--- config.mk ---
export PLATFORM = sky130hd
export DESIGN_NAME = oam_dma_controller
export DESIGN_NICKNAME = d
export VERILOG_FILES = /design/src/rtl/oam_dma_controller.sv
export SDC_FILE = /design/constraint.sdc
export NUM_CORES = 1
export LEC_CHECK = 0
export ABC_CLOCK_PERIOD_IN_PS = 2840
export CAP_MARGIN = 5
export CELL_PAD_IN_SITES_DETAIL_PLACEMENT = 1
export CELL_PAD_IN_SITES_GLOBAL_PLACEMENT = 1
export CORE_MARGIN = 2
export CORE_UTILIZATION = 30
export CTS_CLUSTER_SIZE = 16
export DETAILED_ROUTE_END_ITERATION = 12
export PLACE_DENSITY = 0.77
export SETUP_SLACK_MARGIN = 0.1
export SLEW_MARGIN = 20
export SYNTH_ARGS = -nofsm -noshare
export SYNTH_HDL_FRONTEND = slang
export SYNTH_SLANG_ARGS = --single-unit
--- constraint.sdc ---
create_clock -name clk -period 2.84 [get_ports clk]
set_input_delay 0.568 -clock clk [delete_from_list [all_inputs] [get_ports clk]]
set_output_delay 0.568 -clock clk [all_outputs]
set_load 0.02 [all_outputs]
--- src/rtl/oam_dma_controller.sv ---
// oam_dma_controller
//   Memory bus master between the CPU port and the sram. While idle, CPU accesses
//   pass straight through to the sram. A CPU write to the DMA register takes over the
//   bus and copies LENGTH bytes from {src_hi,8'h00} to DEST_BASE. Each byte takes two
//   clocks: a READ cycle, because sram reads are combinational, and then a WRITE cycle,
//   because sram writes are clocked.
//
//   state | meaning
//   IDLE  | CPU passthrough; DMA register decoded locally
//   START | one idle bus cycle after a trigger
//   READ  | source byte on the bus, captured into data_buf
//   WRITE | data_buf written to destination, advance byte_cnt
//
// Ports
//   clk, rst                   clock, synchronous active-high reset
//   cpu_address/wdata/RE/WE    CPU access request
//   cpu_rdata                  combinational read data returned to the CPU
//   dma_active                 high while the controller owns the memory bus
//   mem_address/RE/WE          sram control
//   mem_dout, mem_oe           databus drive value and drive enable
//   mem_din                    databus sampled value
module oam_dma_controller #(
   parameter logic [15:0] DMA_REG_ADDR = 16'hFF46,
   parameter logic [15:0] DEST_BASE    = 16'hFE00,
   parameter int          LENGTH       = 160
) (
   input  logic        clk,
   input  logic        rst,
   input  logic [15:0] cpu_address,
   input  logic [7:0]  cpu_wdata,
   input  logic        cpu_RE,
   input  logic        cpu_WE,
   output logic [7:0]  cpu_rdata,
   output logic        dma_active,
   output logic [15:0] mem_address,
   output logic        mem_RE,
   output logic        mem_WE,
   output logic [7:0]  mem_dout,
   output logic        mem_oe,
   input  logic [7:0]  mem_din
);

   typedef enum logic [1:0] {IDLE, START, READ, WRITE} state_t;

   localparam logic [7:0] LAST_CNT = 8'(LENGTH - 1);

   state_t     state, state_nxt;
   logic [7:0] dma_reg;
   logic [7:0] byte_cnt;
   logic [7:0] data_buf;
   logic [7:0] src_hi;
   logic       reg_hit;
   logic       trigger;

   assign reg_hit    = (cpu_address == DMA_REG_ADDR);
   assign trigger    = cpu_WE && reg_hit;
   assign dma_active = (state != IDLE);

   // Sources in the echo region E0..FF map back onto C0..DF.
   assign src_hi = (dma_reg >= 8'hE0) ? (dma_reg - 8'h20) : dma_reg;

   // The register is answered locally; during a transfer the bus belongs to the DMA,
   // so every other CPU read returns open-bus FF.
   assign cpu_rdata = reg_hit ? dma_reg : (dma_active ? 8'hFF : mem_din);

   always_ff @(posedge clk) begin
      if (rst) begin
         state    <= IDLE;
         dma_reg  <= 8'h00;
         byte_cnt <= 8'h00;
         data_buf <= 8'h00;
      end else begin
         state <= state_nxt;
         if (trigger) begin
            dma_reg  <= cpu_wdata;
            byte_cnt <= 8'h00;
         end else if (state == WRITE) begin
            byte_cnt <= byte_cnt + 8'h01;
         end
         if (state == READ) begin
            data_buf <= mem_din;
         end
      end
   end

   always_comb begin
      state_nxt   = state;
      mem_address = cpu_address;
      mem_RE      = 1'b0;
      mem_WE      = 1'b0;
      mem_dout    = cpu_wdata;
      mem_oe      = 1'b0;
      case (state)
         IDLE: begin
            if (!reg_hit) begin
               mem_RE = cpu_RE;
               mem_WE = cpu_WE;
               mem_oe = cpu_WE;
            end
         end
         START: begin
            state_nxt = READ;
         end
         READ: begin
            mem_address = {src_hi, byte_cnt};
            mem_RE      = 1'b1;
            state_nxt   = WRITE;
         end
         WRITE: begin
            mem_address = DEST_BASE + {8'h00, byte_cnt};
            mem_WE      = 1'b1;
            mem_oe      = 1'b1;
            mem_dout    = data_buf;
            state_nxt   = (byte_cnt == LAST_CNT) ? IDLE : READ;
         end
         default: state_nxt = IDLE;
      endcase
      // A register write restarts the transfer from any state; a WRITE in progress
      // still completes its sram write on this same edge.
      if (trigger) begin
         state_nxt = START;
      end
   end

endmodule
# ---- Word-level counts from Yosys, hierarchy flattened
# Cells that the tools add are included.
dict set report classes {
  add_sub_neg 3
  mul 0
  n_div 0
  magnitude_cmp 1
  eq_ne 5
  shifts 0
  n_mux 12
  n_bitwise 0
  reduce_logical 6
}
# cell count
set op_table {}
lappend op_table {{$mux W8} 4}
lappend op_table {{$pmux W16 S2} 1}
lappend op_table {{$eq A16 B16 Y1 const B} 1}
lappend op_table {{$add A10 B9 Y11 const A} 1}
lappend op_table {{$add A8 B1 Y8 const B} 1}
lappend op_table {{$eq A8 B8 Y1 const B} 1}
lappend op_table {{$ge A8 B8 Y1 const B} 1}
lappend op_table {{$sub A8 B6 Y8 const B} 1}
lappend op_table {{$pmux W2 S3} 1}
lappend op_table {{$eq A2 B2 Y1 const B} 2}
lappend op_table {{$pmux W1 S2} 2}
lappend op_table {{$reduce_bool A4 Y1} 1}
lappend op_table {{$mux W1} 3}
lappend op_table {{$reduce_bool A3 Y1} 1}
lappend op_table {{$eq A2 B1 Y1 const B} 1}
lappend op_table {{$logic_not A2 Y1} 1}
lappend op_table {{$mux W2} 1}
lappend op_table {{$reduce_bool A2 Y1} 1}
lappend op_table {{$reduce_or A2 Y1} 1}
lappend op_table {{$logic_and A1 B1 Y1} 1}
dict set report totals {
  ff_bits 26
  latchBits 0
  mem_bits_rw 0
  romBits 0
  in_bits 36
  out_inout_bits 36
  memories 0
}

# ---- Logic depth before layout (Yosys ltp)
# Gate-level depths: netlist of run 1.
dict set report depth {
  ltp_word 4
  ltp_mapped 8
  depth_no_buf 6
}

# ---- Worst setup path before layout of run 1
# No wires, ideal clock.
dict set report synth_timing {
  kind {input-to-output}
  start {input port cpu_address[4]}
  end {output port cpu_rdata[0]}
  arrival_time_ns 2.302
  t_required_ns 2.272
  setup_slack_ns -0.030
  stages 5
  path_cell_list {or4b_1 > or4_4 > buf_6 > buf_8 > a31oi_1}
}
dict set report synth_between {
  elab_chain_cells 2
}
# element line_no
set synth_lines {}
lappend synth_lines {{start: declaration} 29} ;# input logic [15:0] cpu_address,
lappend synth_lines {{$eq A16 B16 Y1} 55} ;# assign reg_hit = (cpu_address == DMA_REG_ADDR);
lappend synth_lines {{$mux W8} 64} ;# assign cpu_rdata = reg_hit ? dma_reg : (dma_active ? 8'hFF : mem_din);
lappend synth_lines {{end: declaration} 33} ;# output logic [7:0] cpu_rdata,
# No other way between the ends.

# ---- Worst setup path after layout of run 1
dict set report layout_timing {
  start {input port cpu_address[4]}
  end {output port mem_oe}
}
dict set report layout_between {
  elab_chain_cells 3
}
# element line_no
set layout_lines {}
lappend layout_lines {{$eq A16 B16 Y1} 55}
lappend layout_lines {{$mux W1} 95} ;# if (!reg_hit) begin
lappend layout_lines {{$pmux W1 S2} 93} ;# case (state)
lappend layout_lines {{end: declaration} 39} ;# output logic mem_oe,
# No other way between the ends.

==> PnR_summary.wiki, run 1 <==
{| class="wikitable"
! Metric !! Value
|-
| Status || completed
|-
| Final #Nets || around 310
|-
| Avg Inst Size Synth || just under 9 um^2
|-
| Drt total wl || ~5.8 mm
|-
| I/O pin total || between 70 and 80
|-
| Maximum fanout count along the critical path || 6
|-
| Proportion of layout cells with a drive suffix above 1 || between 20 and 30%
|-
| Switching Share || 34.5%
|-
| Maximum number of pins on one net before global-route repair || 27
|-
| Number of CTS-inserted buffers || 3
|-
| Critical Path Sink Type || output port
|-
| RSZ-0062 raised after global routing || true
|-
| Vertical die dimension || 78.9 um
|-
| Min Tclk post-route || ~2800 ps
|-
| Number of clock sinks || 26
|-
| Required time reported for the critical path endpoint || between 2000 and 2500 ps
|-
| Placer Congestion || roughly 0.76
|-
| Total number of vias || between 1,500 and 2,000
|-
| Number of antenna-violating nets in the routed design || 0
|-
| R2r startpoint || state[0]
|-
| R2R Path End || state[1]
|-
| Destination of the worst hold path || data_buf[2]
|-
| Count of placed standard cells including taps || ~340
|-
| Fin. max-slew vios || 0
|-
| Count of cells along the worst register-to-register path || 5
|-
| Global Route Usage Sum || 18.3%
|-
| Drt pass-1 iters || 4
|-
| Combinational family with the most area after synthesis || simple AND/OR/NAND/NOR gates
|-
| Cell area after layout || 2850 um^2
|-
| Area delta synth->final || 69.3%
|-
| Post-CTS Hold Buffers || 0
|-
| Path type of the worst min-delay path || register to register
|-
| Filler Cell Count || ~640
|-
| Number of diodes added for antenna fixing || 0
|-
| Die area || ~6200 um^2
|-
| Compound-cell area share of the yosys netlist || 9.97%
|-
| Worst-Skew Late Latency || approximately 270 ps
|-
| Sw power || around 420 uW
|-
| Post-route clock period utilization || slightly below 100%
|-
| Max Fclk || around 350 MHz
|-
| XOR/XNOR Fraction of Synth Area || 3.65%
|-
| Slew HR || ~54%
|-
| Critical setup path kind || primary input to output port
|-
| Storage cell area || 522 um^2
|-
| Number of H-tree levels || 1
|-
| Total of endpoints with negative setup slack in the final report || 0
|-
| Initial DRC count || 73
|-
| Startpoint of the worst hold path || data_buf[2]
|-
| Multi-input gate area || 1210 um^2
|-
| Proportion of register bits with asynchronous set or reset after synthesis || 0%
|-
| Worst slew pin tran || between 600 and 700 ps
|-
| Synth Warn # || 0
|-
| Critical Path AT || ~2300 ps
|-
| Combinational power share || between 40% and 50%
|-
| Dpl cell area || 2580 um^2
|-
| Most used flip-flop cell after synthesis || sky130_fd_sc_hd__dfxtp_1
|-
| CTS tree || done
|-
| Sequential fraction of design power || between 30% and 40%
|-
| Synth unique cells || 32
|-
| Synthesized netlist net count || around 230
|-
| Number of global-route vias before repair || between 1,500 and 2,000
|-
| Starting Density || 30.7%
|-
| Final HPWL from detailed placement || around 4 mm
|-
| Power per unit of standard cell area || around 430 nW/um^2
|-
| CTS Buffer Depth || 2
|-
| Share of synthesized area occupied by flip-flops and latches || a little under a third
|-
| Post-synthesis instance total || 193
|-
| Via count normalized by instance count || slightly below 5
|-
| Leak Pwr || ~1.2 nW
|-
| Maxcap violations || 0
|-
| WL/cell || between 15 and 20 um
|-
| Part of the total power dissipated in the clock network || between 20 and 25%
|-
| Final Skew || between 8 and 9 ps
|-
| Number of failing hold endpoints at the final stage || 0
|-
| Count of flip-flops with a built-in enable after synthesis || 0
|-
| Number of cells in the finished layout apart from fillers || ~340
|-
| Die outline width || between 70 and 80 um
|-
| Input/output buffers || around 70
|-
| GRT Residual Overflow || 0
|-
| Initial antenna violation count || 0
|-
| Basic-gate share of the synthesized area counting and, or, nand and nor cells || about a quarter
|-
| Count of cells along the worst hold path || 2
|-
| Final setup TNS || 0 ps
|-
| Startpoint type of the worst setup path || primary input
|-
| Power Internal || 796 uW
|-
| Total power consumption of the routed design || roughly 1.2 mW
|-
| Root Buffer Master || sky130_fd_sc_hd__clkbuf_8
|-
| Worst setup slack for register-to-register paths || about 1200 ps
|-
| Placement Rows || 27
|-
| Proportion of synthesized area in mux cells || just over 20%
|-
| Clock transition time at the flip-flop clock pins of the worst setup and hold paths || 90 ps
|-
| Seq cells post-synth || 26
|-
| Post-Synth Adder-Cell Area || 3.72%
|-
| First-pass GRT wire length || around 9.0 mm
|-
| Netlist Area Pre-Place || 1680 um^2
|-
| Total DRC errors in the routed layout || 0
|-
| Core Box Area || 5470 um^2
|-
| Worst ir drop on vdd || about 0.19 mV
|}
[cell families after synthesis]
logic type / after synthesis
multiplexers: 33
adder cells (fa/ha/maj): 5
buffers and inverters: 27
flip-flops: 26
XOR/XNOR: 7
AO/OA/AOI/OAI: 22
AND/OR/NAND/NOR: 73
[synthesized netlist by cell type, types with 5 or more instances]
master / instances / area, um^2
sky130_fd_sc_hd__nand2b_1: 16 / 100
sky130_fd_sc_hd__mux2_2: 15 / 169
sky130_fd_sc_hd__dfxtp_1: 26 / 521
sky130_fd_sc_hd__inv_1: 15 / 56.3
sky130_fd_sc_hd__a31oi_1: 9 / 56.3
sky130_fd_sc_hd__mux2i_1: 18 / 180
sky130_fd_sc_hd__ha_1: 5 / 62.6
sky130_fd_sc_hd__nor2_1: 30 / 113
sky130_fd_sc_hd__clkbuf_1: 7 / 26.3
sky130_fd_sc_hd__nand3_1: 5 / 25.0
sky130_fd_sc_hd__nor2b_1: 8 / 50.1
[through the flow]
stage	setup WS (ps)	hold slack, ps	util (%)
detailed placement	-716	486	47.2
global placement	-646	467	47.2
CTS	-98.5	511	51.2
finish	21.5	504	52.0
global route	-22.6	545	52.0
floorplan	111	454	-
[power groups by stage]
stage / sequential, mW / clock, mW / combinational, mW
floorplan: 0.396 / 0 / 0.301
global placement: 0.398 / 0 / 0.551
detailed placement: 0.400 / 0 / 0.560
CTS: 0.391 / 0.253 / 0.583
global route: 0.393 / 0.271 / 0.610
finish: 0.391 / 0.248 / 0.577
[cell usage in the layout (no fill, tap or decap), types with 8 or more instances in the layout]
cell / n
sky130_fd_sc_hd__dfxtp_1: 25
sky130_fd_sc_hd__dlygate4sd2_1: 9
sky130_fd_sc_hd__buf_4: 14
sky130_fd_sc_hd__nor2_1: 21
sky130_fd_sc_hd__buf_6: 11
sky130_fd_sc_hd__clkdlybuf4s50_1: 36
sky130_fd_sc_hd__nor2b_1: 8
sky130_fd_sc_hd__nor2_4: 8
sky130_fd_sc_hd__dlymetal6s2s_1: 11
sky130_fd_sc_hd__mux2i_1: 18
sky130_fd_sc_hd__inv_1: 15
sky130_fd_sc_hd__nand2b_1: 16
sky130_fd_sc_hd__mux2_2: 15
[worst max path at each step]
| stage | cells after the start | start | endpoint | slack (ps) |
|---|---|---|---|---|
| floorplan | 6 | cpu_address[4] | mem_oe | 110 |
| global placement | 6 | cpu_address[4] | cpu_rdata[1] | -650 |
| detailed placement | 6 | cpu_address[4] | cpu_rdata[3] | -720 |
| CTS | 7 | cpu_address[5] | mem_oe | -100 |
| global route | 7 | cpu_address[4] | mem_oe | -20 |
| finish | 7 | cpu_address[4] | mem_oe | 20 |
[what timing repair did]
item / in CTS / in global routing
gates resized for setup: 112 / 15
cloned: 2 / 0
setup endpoints to repair: 18 / 15
buffers inserted: 1 / 0
pin swaps: 10 / 7
[cell type report]
class                           instances  share of cell area, %
Clock buffer                            4                   1.93
Inverter                               15                   1.98
Multi-Input combinational cell        140                   42.6
Sequential cell                        26                   18.3
Tap cell                               72                   3.16
Timing Repair Buffer                   87                   32.0
[critical path, cell delays in order]
cell and delay, ps:
sky130_fd_sc_hd__buf_6 90, sky130_fd_sc_hd__or4b_1 500, sky130_fd_sc_hd__or4_4 520, sky130_fd_sc_hd__buf_12 190, sky130_fd_sc_hd__a31oi_4 200, sky130_fd_sc_hd__nor2_4 50
sky130_fd_sc_hd__buf_6 120
[layer usage]
layer | global-route usage (%) | wire, um | vias to the layer above
met3 | 2.50 | 208 | 2
met4 | 3.28 | 29 | 0
li1 | - | - | 823
met5 | 0 | 0 | -
met2 | 32.3 | 2960 | 38
met1 | 23.9 | 2610 | 811
Power figures use the tool's default switching activity.
==> run 2: changes to the inputs <==
Settings changed: ABC_CLOCK_PERIOD_IN_PS 2840 to 3200, CORE_MARGIN 2 to unset.
Clock period 2.84 ns to 3.2 ns, I/O delays scaled along.
==> PnR_summary.wiki, run 2 (synthesis results as in run 1) <==
{| class="wikitable"
! Metric !! Value
|-
| Number of failing hold endpoints at the final stage || 0 (unchanged)
|-
| First-pass GRT wire length || 8.55 mm (was 9.01 mm)
|-
| I/O pin total || 72 (unchanged)
|-
| Initial DRC count || 41 (was 73)
|-
| Clock transition time at the flip-flop clock pins of the worst setup and hold paths || 90 ps (about the same)
|-
| Number of antenna-violating nets in the routed design || 0 (unchanged)
|-
| Number of diodes added for antenna fixing || 0 (unchanged)
|-
| Maximum fanout count along the critical path || 5 (was 6)
|-
| Final Skew || 4.53 ps (was 8.69 ps)
|-
| Worst hold slack || 502 ps (was 504 ps)
|-
| Most common library cell in the layout ignoring fill and taps || sky130_fd_sc_hd__clkdlybuf4s50_1 (unchanged)
|-
| Startpoint type of the worst setup path || primary input (unchanged)
|-
| Placement Rows || 26 (was 27)
|-
| Path type of the worst min-delay path || register to register (unchanged)
|-
| Power Internal || 651 uW (was 796 uW)
|-
| Number of clock sinks || 26 (unchanged)
|-
| Core Box Area || 5240 um^2 (was 5470 um^2)
|-
| Sw power || 345 uW (was 420 uW)
|-
| GRT Residual Overflow || 0 (unchanged)
|-
| Sequential fraction of design power || 34.9% (was 32.1%)
|-
| R2r startpoint || state[0] (unchanged)
|-
| Maxcap violations || 0 (unchanged)
|-
| Global Route Usage Sum || 18.0% (was 18.3%)
|-
| Required time reported for the critical path endpoint || 2560 ps (was 2270 ps)
|-
| CTS tree || done (unchanged)
|-
| Root Buffer Master || sky130_fd_sc_hd__clkbuf_8 (unchanged)
|-
| Number of global-route vias before repair || 1,771 (was 1,747)
|-
| Number of H-tree levels || 1 (unchanged)
|-
| Placer Congestion || 0.687 (was 0.762)
|-
| Min Tclk post-route || slightly above 3000 ps
|-
| Status || completed (unchanged)
|-
| Die area || 5910 um^2 (was 6220 um^2)
|-
| Power per unit of standard cell area || 384 nW/um^2 (was 427 nW/um^2)
|-
| Starting Density || 32.1% (was 30.7%)
|-
| Worst ir drop on vdd || 0.178 mV (was 0.190 mV)
|-
| Switching Share || 34.7% (was 34.5%)
|-
| Startpoint of the worst hold path || data_buf[5] (was data_buf[2])
|-
| CTS Buffer Depth || 2 (unchanged)
|-
| Part of the total power dissipated in the clock network || 19.1% (was 20.4%)
|-
| Drt pass-1 iters || 4 (unchanged)
|-
| Commonest non-fill, non-tap cells in the layout || sky130_fd_sc_hd__clkdlybuf4s50_1, sky130_fd_sc_hd__nor2_1, sky130_fd_sc_hd__dfxtp_1 (was sky130_fd_sc_hd__clkdlybuf4s50_1, sky130_fd_sc_hd__dfxtp_1, sky130_fd_sc_hd__nor2_1)
|-
| Filler Cell Count || 624 (was 641)
|-
| Fin. max-slew vios || 0 (unchanged)
|-
| Post-route clock period utilization || 95.5%
|-
| Maximum number of pins on one net before global-route repair || 27 (unchanged)
|-
| Critical setup path kind || primary input to output port (unchanged)
|-
| Initial antenna violation count || 0 (unchanged)
|-
| RSZ-0062 raised after global routing || false (was true)
|-
| Area delta synth->final || 54.2% (was 69.3%)
|-
| Total number of vias || 1,673 (was 1,674)
|-
| Number of CTS-inserted buffers || 3 (unchanged)
|-
| Critical Path Sink Type || output port (unchanged)
|-
| Worst setup path start || cpu_address[10] (was cpu_address[4])
|-
| Vertical die dimension || 76.9 um (was 78.9 um)
|-
| Final #Nets || 314 (unchanged)
|-
| Die outline width || 76.9 um (was 78.9 um)
|-
| Critical Path AT || 2420 ps (was 2250 ps)
|-
| Total power consumption of the routed design || 996 uW (was 1.22 mW)
|-
| Max Fclk || ~330 MHz
|-
| Input/output buffers || 71 (unchanged)
|-
| Worst slew pin tran || 630 ps (was 687 ps)
|-
| Drt total wl || 5.25 mm (was 5.81 mm)
|-
| Leak Pwr || 1.04 nW (was 1.22 nW)
|-
| Via count normalized by instance count || 4.91 (was 4.87)
|-
| Total of endpoints with negative setup slack in the final report || 0 (unchanged)
|-
| Slew HR || 58.0% (was 54.2%)
|-
| Total DRC errors in the routed layout || 0 (unchanged)
|-
| WL/cell || 15.4 um (was 16.9 um)
|-
| Final HPWL from detailed placement || 3.82 mm (was 4.01 mm)
|-
| Proportion of layout cells with a drive suffix above 1 || 22.1% (was 26.8%)
|-
| Combinational power share || 46.0% (was 47.4%)
|-
| Worst-Skew Late Latency || 270 ps (about the same)
|-
| Post-CTS Hold Buffers || 0 (unchanged)
|}
run 2: changes by cell type in the layout (fill, tap and decap cells not counted), sizes merged:
cell	previous run	this run
dlymetal6s2s	11	1
dlygate4sd2	9	0
buf	31	26
clkdlybuf4s50	36	55
or4	1	2
clkbuf	4	7
run 2: per-layer routing:
layer	track usage [%]	part of all wire (%)
met1	21.6	44
met5	0	0
met2	32.2	49
met3	4.64	6.6
met4	3.08	0.76
run 2: critical path, stage by stage:
cell,delay (ps)
sky130_fd_sc_hd__clkdlybuf4s50_1,500
sky130_fd_sc_hd__nand4_1,180
sky130_fd_sc_hd__or4_4,600
sky130_fd_sc_hd__buf_6,170
sky130_fd_sc_hd__nor2_4,110
sky130_fd_sc_hd__a31oi_4,40
sky130_fd_sc_hd__buf_6,170
run 2: final timing paths:
path / to / slack [ps] / depth (start not counted)
hold / removal: data_buf[5] / 500 / 2
setup / recovery: cpu_rdata[2] / 140 / 7
setup reg to reg: byte_cnt[7] / 1480 / 6
hold reg to reg: data_buf[5] / 500 / 2
run 2: what timing repair did:
item | 4_1_cts | 5_1_grt
cloned | 1 | 0
setup endpoints to repair | 11 | 9
setup buffers | 4 | 0
pin swaps | 5 | 6
resized for setup | 61 | 26
run 2: final cells by class:
class                   count  area (um^2)  share of cell area [%]
repair buffers             86          786                    30.3
multi-input cells         141         1100                    42.5
flip-flops and latches     26          520                    20.1
clock buffers               3         41.3                    1.59
well taps                  70         87.6                    3.38
inverters                  15         56.3                    2.17
run 2: stage by stage:
| stage | util [%] | setup slack (ps) | setup TNS (ps) | cell area (um^2) | cells |
|---|---|---|---|---|---|
| after floorplan | - | 186 | 0 | 1680 | 193 |
| after global placement | 47.5 | -519 | -5640 | 2490 | 333 |
| after detailed placement | 47.5 | -531 | -5720 | 2490 | 333 |
| after CTS | 48.3 | 101 | 0 | 2530 | 341 |
| after global routing | 49.5 | 86.5 | 0 | 2590 | 341 |
| final | 49.5 | 144 | 0 | 2590 | 341 |
run 2: power groups by stage:
| stage | clock, mW | sequential, mW | combinational [mW] |
|---|---|---|---|
| detailed placement | 0 | 0.355 | 0.468 |
| floorplan | 0 | 0.352 | 0.254 |
| global placement | 0 | 0.354 | 0.464 |
| CTS | 0.199 | 0.348 | 0.451 |
| global route | 0.212 | 0.349 | 0.491 |
| finish | 0.191 | 0.348 | 0.458 |
==> patch: new RTL, settings of run 2 <==
Put a register stage on the output `cpu_rdata`, cleared by the reset. The value now appears one clock later. The other outputs are not delayed to match. Comments in the files are not updated.
--- a/src/rtl/oam_dma_controller.sv
+++ b/src/rtl/oam_dma_controller.sv
@@ -61,7 +61,13 @@
 
    // The register is answered locally; during a transfer the bus belongs to the DMA,
    // so every other CPU read returns open-bus FF.
-   assign cpu_rdata = reg_hit ? dma_reg : (dma_active ? 8'hFF : mem_din);
+   always_ff @(posedge clk) begin
+      if (rst) begin
+         cpu_rdata <= '0;
+      end else begin
+         cpu_rdata <= reg_hit ? dma_reg : (dma_active ? 8'hFF : mem_din);
+      end
+   end
 
    always_ff @(posedge clk) begin
       if (rst) begin
Function: changed (Yosys sat finds a counterexample within 4 cycles, from zero or initial values and one cycle with rst high).
==> patch against run 2 <==
- worst setup slack better by 0.080 ns
- sequential cell count up 8
- cell count up 2.6%
- area after synthesis up 5.6%
- routed wire length up 9.0%
- hold slack worse by 0.0067 ns
- utilization down 0.24 points
- cell area up 6.6%
- largest power group is now the clock network
- die area up 5.4%
- total power up 42%
- clock power rose to 2.6 times the old value
- highest routed layer unchanged
- non-clock buffer count down 3
==> patch: results (changes against run 2) <==
Outcome
  – Run status: complete, no violations

Layout
  – Area of the multi-input gates: 1010 µm² (-8.3%)
  – Layout fillers: 651 (+4.3%)
  – Non-CTS inverters: 7 (-8)
  – Fraction of area in multi-input gates: 0.366 (-0.0592)
  – Footprint of the flip-flops and latches: 681 µm² (+31%)
  – Clock Network Area Fraction: 0.0516 (+0.0357)
  – Number of clock-tree buffers in the layout: 6 (+3)
  – Total number of sequential cells: 34 (+31%)
  – Data buffer area share: 0.294 (-0.00869)

Global route
  – Met2 Resource Use GR: 0.350 (+0.0281)
  – Global-route wire length before repair: 9550 µm (+12%)
  – Global Route met3 Usage: 0.0391 (-0.00735)
  – GR met1 Demand/Resource: 0.242 (+0.0265)

Routing
  – Drt initial violations: 76 (+85%)
  – Routed met1 length: 2480 µm (+7.5%)
  – Via count: 1771 (+5.9%)

Worst setup path
  – Crit path arrival time: 2.34 ns (-0.08 ns)
  – Register-to-register path setup slack: 1.43 ns (-0.05 ns)
  – Worst-path maximum fanout: 3 (-2)

Pwr
  – Peak supply drop: 0.192 mV (+8.0%)

Synth
  – Ranking of synthesized cells by instance count: 34 x sky130_fd_sc_hd__dfxtp_1, 27 x sky130_fd_sc_hd__nor2_1, 15 x sky130_fd_sc_hd__mux2_2, 15 x sky130_fd_sc_hd__nor3_1, 12 x sky130_fd_sc_hd__nand3_1
  – Post-synthesis sequential area ratio: 0.383 (+0.0738)
  – Number of distinct standard cells referenced by the synthesized netlist: 35 (+9.4%)
  – Mapped cell area: 1780 µm² (+5.6%)
  – Post-Synthesis Mean Instance Area: 8.75 µm² (+0.38%)
  – Largest cells by area after synthesis: sky130_fd_sc_hd__dfxtp_1 38%, sky130_fd_sc_hd__mux2_2 9.5%, sky130_fd_sc_hd__nor2_1 5.7%

Timing
  – Highest Clock Rate: 336 MHz (+2.7%)
  – Worst Clk Skew: 0.00756 ns (+0.00303 ns)
  – Worst Max-Slew Pin Slew: 0.354 ns (-0.276 ns)
  – Hold WS: 0.495 ns (-0.00668 ns)

CTS
  – Source-to-sink clock delay at the later pin of the worst-skew pair: 0.29 ns (+0.02 ns)
  – H-Tree Level Count: 2 (+1)
  – Total CTS buffers: 5 (+2)
  – Post-cts repair resize count: 13 (-79%)

Place
  – Setup slack after placement: -0.366 ns (+0.165 ns)
  – Total half-perimeter wirelength after legalization and detailed placement: 4110 µm (+7.5%)
  – Cell Count Post-Placement: 342 (+2.7%)
  – Final weighted congestion in routability-driven placement: 0.736 (+7.0%)
[patch: path summary, 6_finish.rpt]
kind                                                  to  cells after the start                      from
worst max-delay path                              mem_WE                      6            cpu_address[3]
worst min-delay path            data_buf[1]$_SDFFE_PP0P_                      2  data_buf[1]$_SDFFE_PP0P_
worst max register to register  byte_cnt[7]$_SDFFE_PP0P_                      6     state[0]$_SDFFE_PP0P_
worst min register to register  data_buf[1]$_SDFFE_PP0P_                      2  data_buf[1]$_SDFFE_PP0P_
[patch: cells by family (layout without fill, tap and decap cells)]
kind of cell / after synthesis / after routing / synth area share
fa+ha+maj: 5 / 5 / 0.0352
flops: 34 / 34 / 0.383
compound gates: 32 / 32 / 0.118
buf+inv: 23 / 98 / 0.0627
mux: 25 / 25 / 0.152
simple gates: 77 / 77 / 0.215
xor+xnor: 7 / 7 / 0.0345
[patch: power breakdown]
group	leakage, nW	internal, mW	switching (mW)
Clock	0.0714	0.332	0.166
Combinational	0.717	0.230	0.226
Sequential	0.278	0.450	0.0122
Total	1.07	1.01	0.403
